File: src/rtl/chebyshev_recursion_if.sv
// Term stream from the Chebyshev generator: one T_k value and its index per
// valid/ready handshake.
interface chebyshev_recursion_if #(
  parameter int WL    = 16,
  parameter int ORD_W = 4
);
  logic [WL-1:0]    t_out;
  logic [ORD_W-1:0] t_idx;
  logic             t_valid;
  logic             t_ready;

  modport master (output t_out, t_idx, t_valid, input t_ready);
  modport slave  (input t_out, t_idx, t_valid, output t_ready);
endinterface

File: src/rtl/chebyshev_recursion.sv
// Iterative Chebyshev generator: streams T_0(x)..T_order(x) using
// T_{k+1} = 2*x*T_k - T_{k-1}, saturating each term to WL-bit fixed point.
//
// state | meaning
// IDLE  | waiting for start; x/order latched on start
// EMIT  | T_k presented on the stream, held until accepted
// CALC  | one-cycle bubble computing T_{k+1}
module chebyshev_recursion #(
  parameter int WL     = 16,
  parameter int I_BITS = 6,
  parameter int ORD_W  = 4
) (
  input  logic                  clk,
  input  logic                  rst_n,
  input  logic                  start,
  input  logic [WL-1:0]         x_in,
  input  logic [ORD_W-1:0]      order,
  output logic                  busy,
  output logic                  ovf,
  output logic                  done,
  chebyshev_recursion_if.master t_bus
);

  localparam int FRAC = WL - I_BITS;
  localparam logic [WL-1:0] ONE   = {{(WL-1){1'b0}}, 1'b1} << FRAC;
  localparam logic [WL-1:0] S_MAX = {1'b0, {(WL-1){1'b1}}};
  localparam logic [WL-1:0] S_MIN = {1'b1, {(WL-1){1'b0}}};

  typedef enum logic [1:0] {IDLE, EMIT, CALC} state_t;

  state_t                  state, state_next;
  logic [WL-1:0]           x_reg, tk, tkm1, next_t;
  logic [ORD_W-1:0]        k, order_reg;
  logic signed [2*WL-1:0]  prod, twice;
  logic [2*WL:0]           diff;
  logic                    sat_hit, hs, last;

  // 2*x*T_k is the full product shifted by FRAC-1, floor rounding via >>>
  always_comb begin
    prod    = {{WL{x_reg[WL-1]}}, x_reg} * {{WL{tk[WL-1]}}, tk};
    twice   = prod >>> (FRAC - 1);
    diff    = {twice[2*WL-1], twice} - {{(WL+1){tkm1[WL-1]}}, tkm1};
    sat_hit = !((&diff[2*WL:WL-1]) || !(|diff[2*WL:WL-1]));
    if (k == '0)
      next_t = x_reg;
    else if (sat_hit)
      next_t = diff[2*WL] ? S_MIN : S_MAX;
    else
      next_t = diff[WL-1:0];
  end

  assign hs   = (state == EMIT) && t_bus.t_ready;
  assign last = (k == order_reg);

  always_comb begin
    state_next    = state;
    busy          = 1'b0;
    t_bus.t_valid = 1'b0;
    t_bus.t_out   = tk;
    t_bus.t_idx   = k;
    case (state)
      IDLE: begin
        if (start) state_next = EMIT;
      end
      EMIT: begin
        busy          = 1'b1;
        t_bus.t_valid = 1'b1;
        if (hs) state_next = last ? IDLE : CALC;
      end
      CALC: begin
        busy       = 1'b1;
        state_next = EMIT;
      end
      default: state_next = IDLE;
    endcase
  end

  always_ff @(posedge clk) begin
    if (!rst_n) begin
      state     <= IDLE;
      x_reg     <= '0;
      tk        <= '0;
      tkm1      <= '0;
      k         <= '0;
      order_reg <= '0;
      ovf       <= 1'b0;
      done      <= 1'b0;
    end else begin
      state <= state_next;
      done  <= hs && last;
      case (state)
        IDLE: begin
          if (start) begin
            x_reg     <= x_in;
            order_reg <= order;
            tk        <= ONE;
            tkm1      <= '0;
            k         <= '0;
            ovf       <= 1'b0;
          end
        end
        CALC: begin
          tkm1 <= tk;
          tk   <= next_t;
          k    <= k + 1'b1;
          if (k != '0 && sat_hit) ovf <= 1'b1;
        end
        default: ;
      endcase
    end
  end

endmodule

File: src/flat_wrapper.sv
// flat-port wrapper written by rule: the top's interface ports become plain ports
module chebyshev_recursion_flat 
#(
  parameter int WL     = 16,
  parameter int I_BITS = 6,
  parameter int ORD_W  = 4
)
  (clk, rst_n, start, x_in, order, busy, ovf, done, t_bus_t_out, t_bus_t_idx, t_bus_t_valid, t_bus_t_ready);
  chebyshev_recursion_if #(.WL(WL), .ORD_W(ORD_W)) t_bus_i ();
  input  logic clk;
  input  logic rst_n;
  input  logic start;
  input  logic [WL-1:0] x_in;
  input  logic [ORD_W-1:0] order;
  output logic busy;
  output logic ovf;
  output logic done;
  output wire logic [$bits(t_bus_i.t_out)-1:0] t_bus_t_out;
  output wire logic [$bits(t_bus_i.t_idx)-1:0] t_bus_t_idx;
  output wire logic [$bits(t_bus_i.t_valid)-1:0] t_bus_t_valid;
  input wire logic [$bits(t_bus_i.t_ready)-1:0] t_bus_t_ready;
  assign t_bus_t_out = t_bus_i.t_out;
  assign t_bus_t_idx = t_bus_i.t_idx;
  assign t_bus_t_valid = t_bus_i.t_valid;
  assign t_bus_i.t_ready = t_bus_t_ready;
  chebyshev_recursion #(.WL(WL), .I_BITS(I_BITS), .ORD_W(ORD_W)) u_core (.clk(clk), .rst_n(rst_n), .start(start), .x_in(x_in), .order(order), .busy(busy), .ovf(ovf), .done(done), .t_bus(t_bus_i));
endmodule
File: config.mk
export PLATFORM = sky130hd
export DESIGN_NAME = chebyshev_recursion_flat
export DESIGN_NICKNAME = d
export VERILOG_FILES = /design/src/rtl/chebyshev_recursion_if.sv /design/src/rtl/chebyshev_recursion.sv /design/src/flat_wrapper.sv
export SDC_FILE = /design/constraint.sdc
export NUM_CORES = 1
export LEC_CHECK = 0
export ABC_AREA = 1
export CORE_MARGIN = 4
export CORE_UTILIZATION = 62
export CTS_BUF_LIST = sky130_fd_sc_hd__clkbuf_8
export DETAILED_ROUTE_END_ITERATION = 7
export DONT_BUFFER_PORTS = 1
export GPL_TIMING_DRIVEN = 0
export PLACE_DENSITY = 0.81
export SLEW_MARGIN = 10
export SYNTH_ARGS = -nofsm -noshare
export SYNTH_HDL_FRONTEND = slang
export SYNTH_SLANG_ARGS = --single-unit
export TNS_END_PERCENT = 10
File: constraint.sdc
create_clock -name clk -period 6.76 [get_ports clk]
set_input_delay 0 -clock clk [delete_from_list [all_inputs] [get_ports clk]]
set_output_delay 0 -clock clk [all_outputs]
set_load 0.005 [all_outputs]
==> out/summary.txt <==
Failing checks -> negative setup slack
Synth top area share -> 36.0%
Fin area -> 17300 sq um
Pre-CTS WS -> -1550 ps
Num CTS Buffers -> 9
Tmin final -> 7560 ps
Per-cell routed wire length -> 19.2 um
Die X -> 161 um
Slew headroom -> 46.8%
Nets -> 2468
FFs w/ async S/R, synth -> 0%
Switching power total -> 3.65 mW
Final Hold Violating Endpoints -> 0
Max rail drop VDD -> 0.658 mV
RSZ-0062 raised after global routing -> true
Critical setup path kind -> flip-flop to flip-flop
Synth Flop Type -> dfxtp_1
Global route total overflow -> 0
Port bufs -> 0
H-tree depth -> 3
Gp weighted congestion -> 0.949
Antenna viol nets, final -> 0
Clock Sinks -> 60
Setup slack after layout -> -797 ps
P_int -> 2.67 mW
Fin Hold WS -> 27.5 ps
Post-synth EDFFs -> 0
Worst Path Max Fanout -> 5
CTS tree -> yes
Largest net degree at the start of global routing -> 13
Sequential power share -> 7.8%
Die Ht -> 161 um
Top-count cell post-synth -> inv_1
Worst Setup End Kind -> flip-flop
Status -> finished, violations left
FP Rows -> 55
Root buf cell -> clkbuf_8
First-pass GRT wire length -> 71500 um
Layout cells sized above 1 -> 17.7%
DRT Pass-1 Iters -> 7
Post-synthesis register bit count -> 60
Top Ports -> 48
Initial Util -> 63.7%
Max cap viols -> 0
# diodes -> 0
Number of global-route vias before repair -> 13700
Worst path max stage delay -> 570 ps
Worst path required time -> 6970 ps
R2R Setup Slk -> -800 ps
Leak pwr -> 9.40 nW
Average size of a mapped cell -> 7.32 sq um
DRC -> 0
Via/cell ratio -> 5.68
Top cells by area in the synthesized netlist -> fa_1 36%, inv_1 14%, nand2_1 13%
Critical-path top delay cell -> fa_2
Placeable core area -> 22800 sq um
Syn Inst Count -> 1989
Post-Syn Nets -> 2383
Iteration-0 DRC Markers -> 1443
Synth warnings -> 0
Area added between synthesis and finish -> 18.5%
Post-DP HPWL -> 33700 um
Reg clk slew, reported paths -> 70 ps
Max Clock Freq -> 132 MHz
Routed via count -> 13600
Max-slew violation count -> 0
CP Launch Type -> flip-flop
Placed cell area -> 15100 sq um
Mapped Area -> 14600 sq um
Yosys top cell by area -> fa_1
Sw frac -> 57.7%
Setup Skew -> 9.42 ps
Synth cell count leaders -> 540 x inv_1, 491 x nand2_1, 262 x fa_1
Clk pwr share -> 4.7%
Clk_lat worst skew -> 350 ps
Post-synth cell types -> 40
Crit path DAT -> 7770 ps
Filler instances -> 1565
HP Class -> input port to flip-flop
Crit-path most repeated cell -> nand2_1
Worst-margin pin slew -> 798 ps
Clock Tree Buf Depth -> 2
Initial antenna violation count -> 1
DIE AREA -> 26000 sq um
Total GRT Usage -> 34.7%
Fin crit share -> 112%
Power per cell area -> 366 nW/um^2
Gate power share -> 87.6%
Post-synthesis sequential area ratio -> 8.25%
Routed wire length -> 45900 um
Setup violators final -> 17
-- area by class of cell --
cell class | count | area [sq um] | share of cell area, %
Timing Repair Buffer | 79 | 726 | 4.21
Clock inverter | 7 | 52.6 | 0.305
Inverter | 543 | 2050 | 11.9
Tap cell | 313 | 392 | 2.27
Multi-Input combinational cell | 1303 | 11800 | 68.5
Sequential cell | 60 | 1240 | 7.17
Clock buffer | 9 | 124 | 0.718
Buffer | 78 | 860 | 4.98
-- cells in the final DEF, fill, tap and decap left out, types with 11 or more instances in the layout --
cell / netlist / final
nor2_2: 7 / 20
clkbuf_8: 0 / 24
clkbuf_1: 66 / 18
nand2_2: 17 / 40
fa_1: 262 / 252
nand4_1: 14 / 14
buf_4: 0 / 54
nand2_1: 491 / 462
nor2_1: 97 / 81
a21oi_1: 87 / 57
ha_1: 108 / 77
nand3_1: 47 / 32
dlygate4sd3_1: 0 / 22
a21oi_2: 5 / 31
o21ai_0: 58 / 52
ha_2: 0 / 11
nand3_2: 13 / 24
buf_8: 2 / 23
dfxtp_1: 60 / 41
xor2_1: 24 / 20
inv_1: 540 / 527
inv_2: 2 / 12
ha_4: 0 / 20
xnor2_1: 27 / 25
dfxtp_2: 0 / 14
-- per-layer routing --
metal / vias up / share of wire [%] / global-route usage, %
li1: 5939 / - / -
met1: 6536 / 35 / 43.7
met2: 839 / 46 / 56.6
met3: 270 / 11 / 7.43
met4: 2 / 7.5 / 18.6
met5: - / 0.028 / 0
-- critical path, delay by kind of cell (launching register included) --
kind,cells,cell delay [ps]
flip-flops,1,350
adder cells (fa/ha/maj),8,3740
AND/OR/NAND/NOR,19,1740
AO/OA/AOI/OAI,5,800
buffers and inverters,6,550
XOR/XNOR,1,210
-- timing repair --
item,in CTS,in global routing
resized for setup,168,170
hold endpoints to repair,30,0
pin swaps,22,66
setup endpoints to repair,17,17
cloned,0,2
hold buffers,22,0
buffers inserted,23,32
-- metrics by stage --
stage          cells  total power [mW]  setup TNS, ps  util, %
3_5_place_dp    2302              4.77         -24390     66.1
5_1_grt         2392              6.78         -16700     75.5
2_1_floorplan   1989              3.76              0        -
4_1_cts         2358              5.45         -10070     71.7
6_report        2392              6.32         -12820     75.5
3_3_place_gp    2302              4.66         -22480     66.1
-- cells by family after synthesis --
kind of cell / share of synthesized area [%]
AND/OR/NAND/NOR: 20.7
buffers and inverters: 16.3
adder cells (fa/ha/maj): 45.3
AO/OA/AOI/OAI: 6.30
flip-flops: 8.25
XOR/XNOR: 3.07
-- power groups by stage --
stage	combinational (mW)	sequential (mW)	clock, mW
4_1_cts	4.68	0.476	0.291
5_1_grt	5.98	0.492	0.307
3_3_place_gp	4.22	0.446	0
3_5_place_dp	4.32	0.448	0
2_1_floorplan	3.32	0.436	0
6_report	5.54	0.490	0.296
-- path summary, 6_finish.rpt --
kind	start	end	cells after the start
worst min-delay path	start	u_core.t_bus.t_idx[0]$_SDFFE_PN0P_	3
worst max-delay path	u_core.t_bus.t_out[4]$_SDFFE_PN0P_	u_core.t_bus.t_out[14]$_SDFFE_PN0P_	39
worst max register to register	u_core.t_bus.t_out[4]$_SDFFE_PN0P_	u_core.t_bus.t_out[14]$_SDFFE_PN0P_	39
worst min register to register	u_core.ovf$_SDFFE_PN0P_	u_core.ovf$_SDFFE_PN0P_	2
No activity file was read; power rests on OpenSTA's default activity.
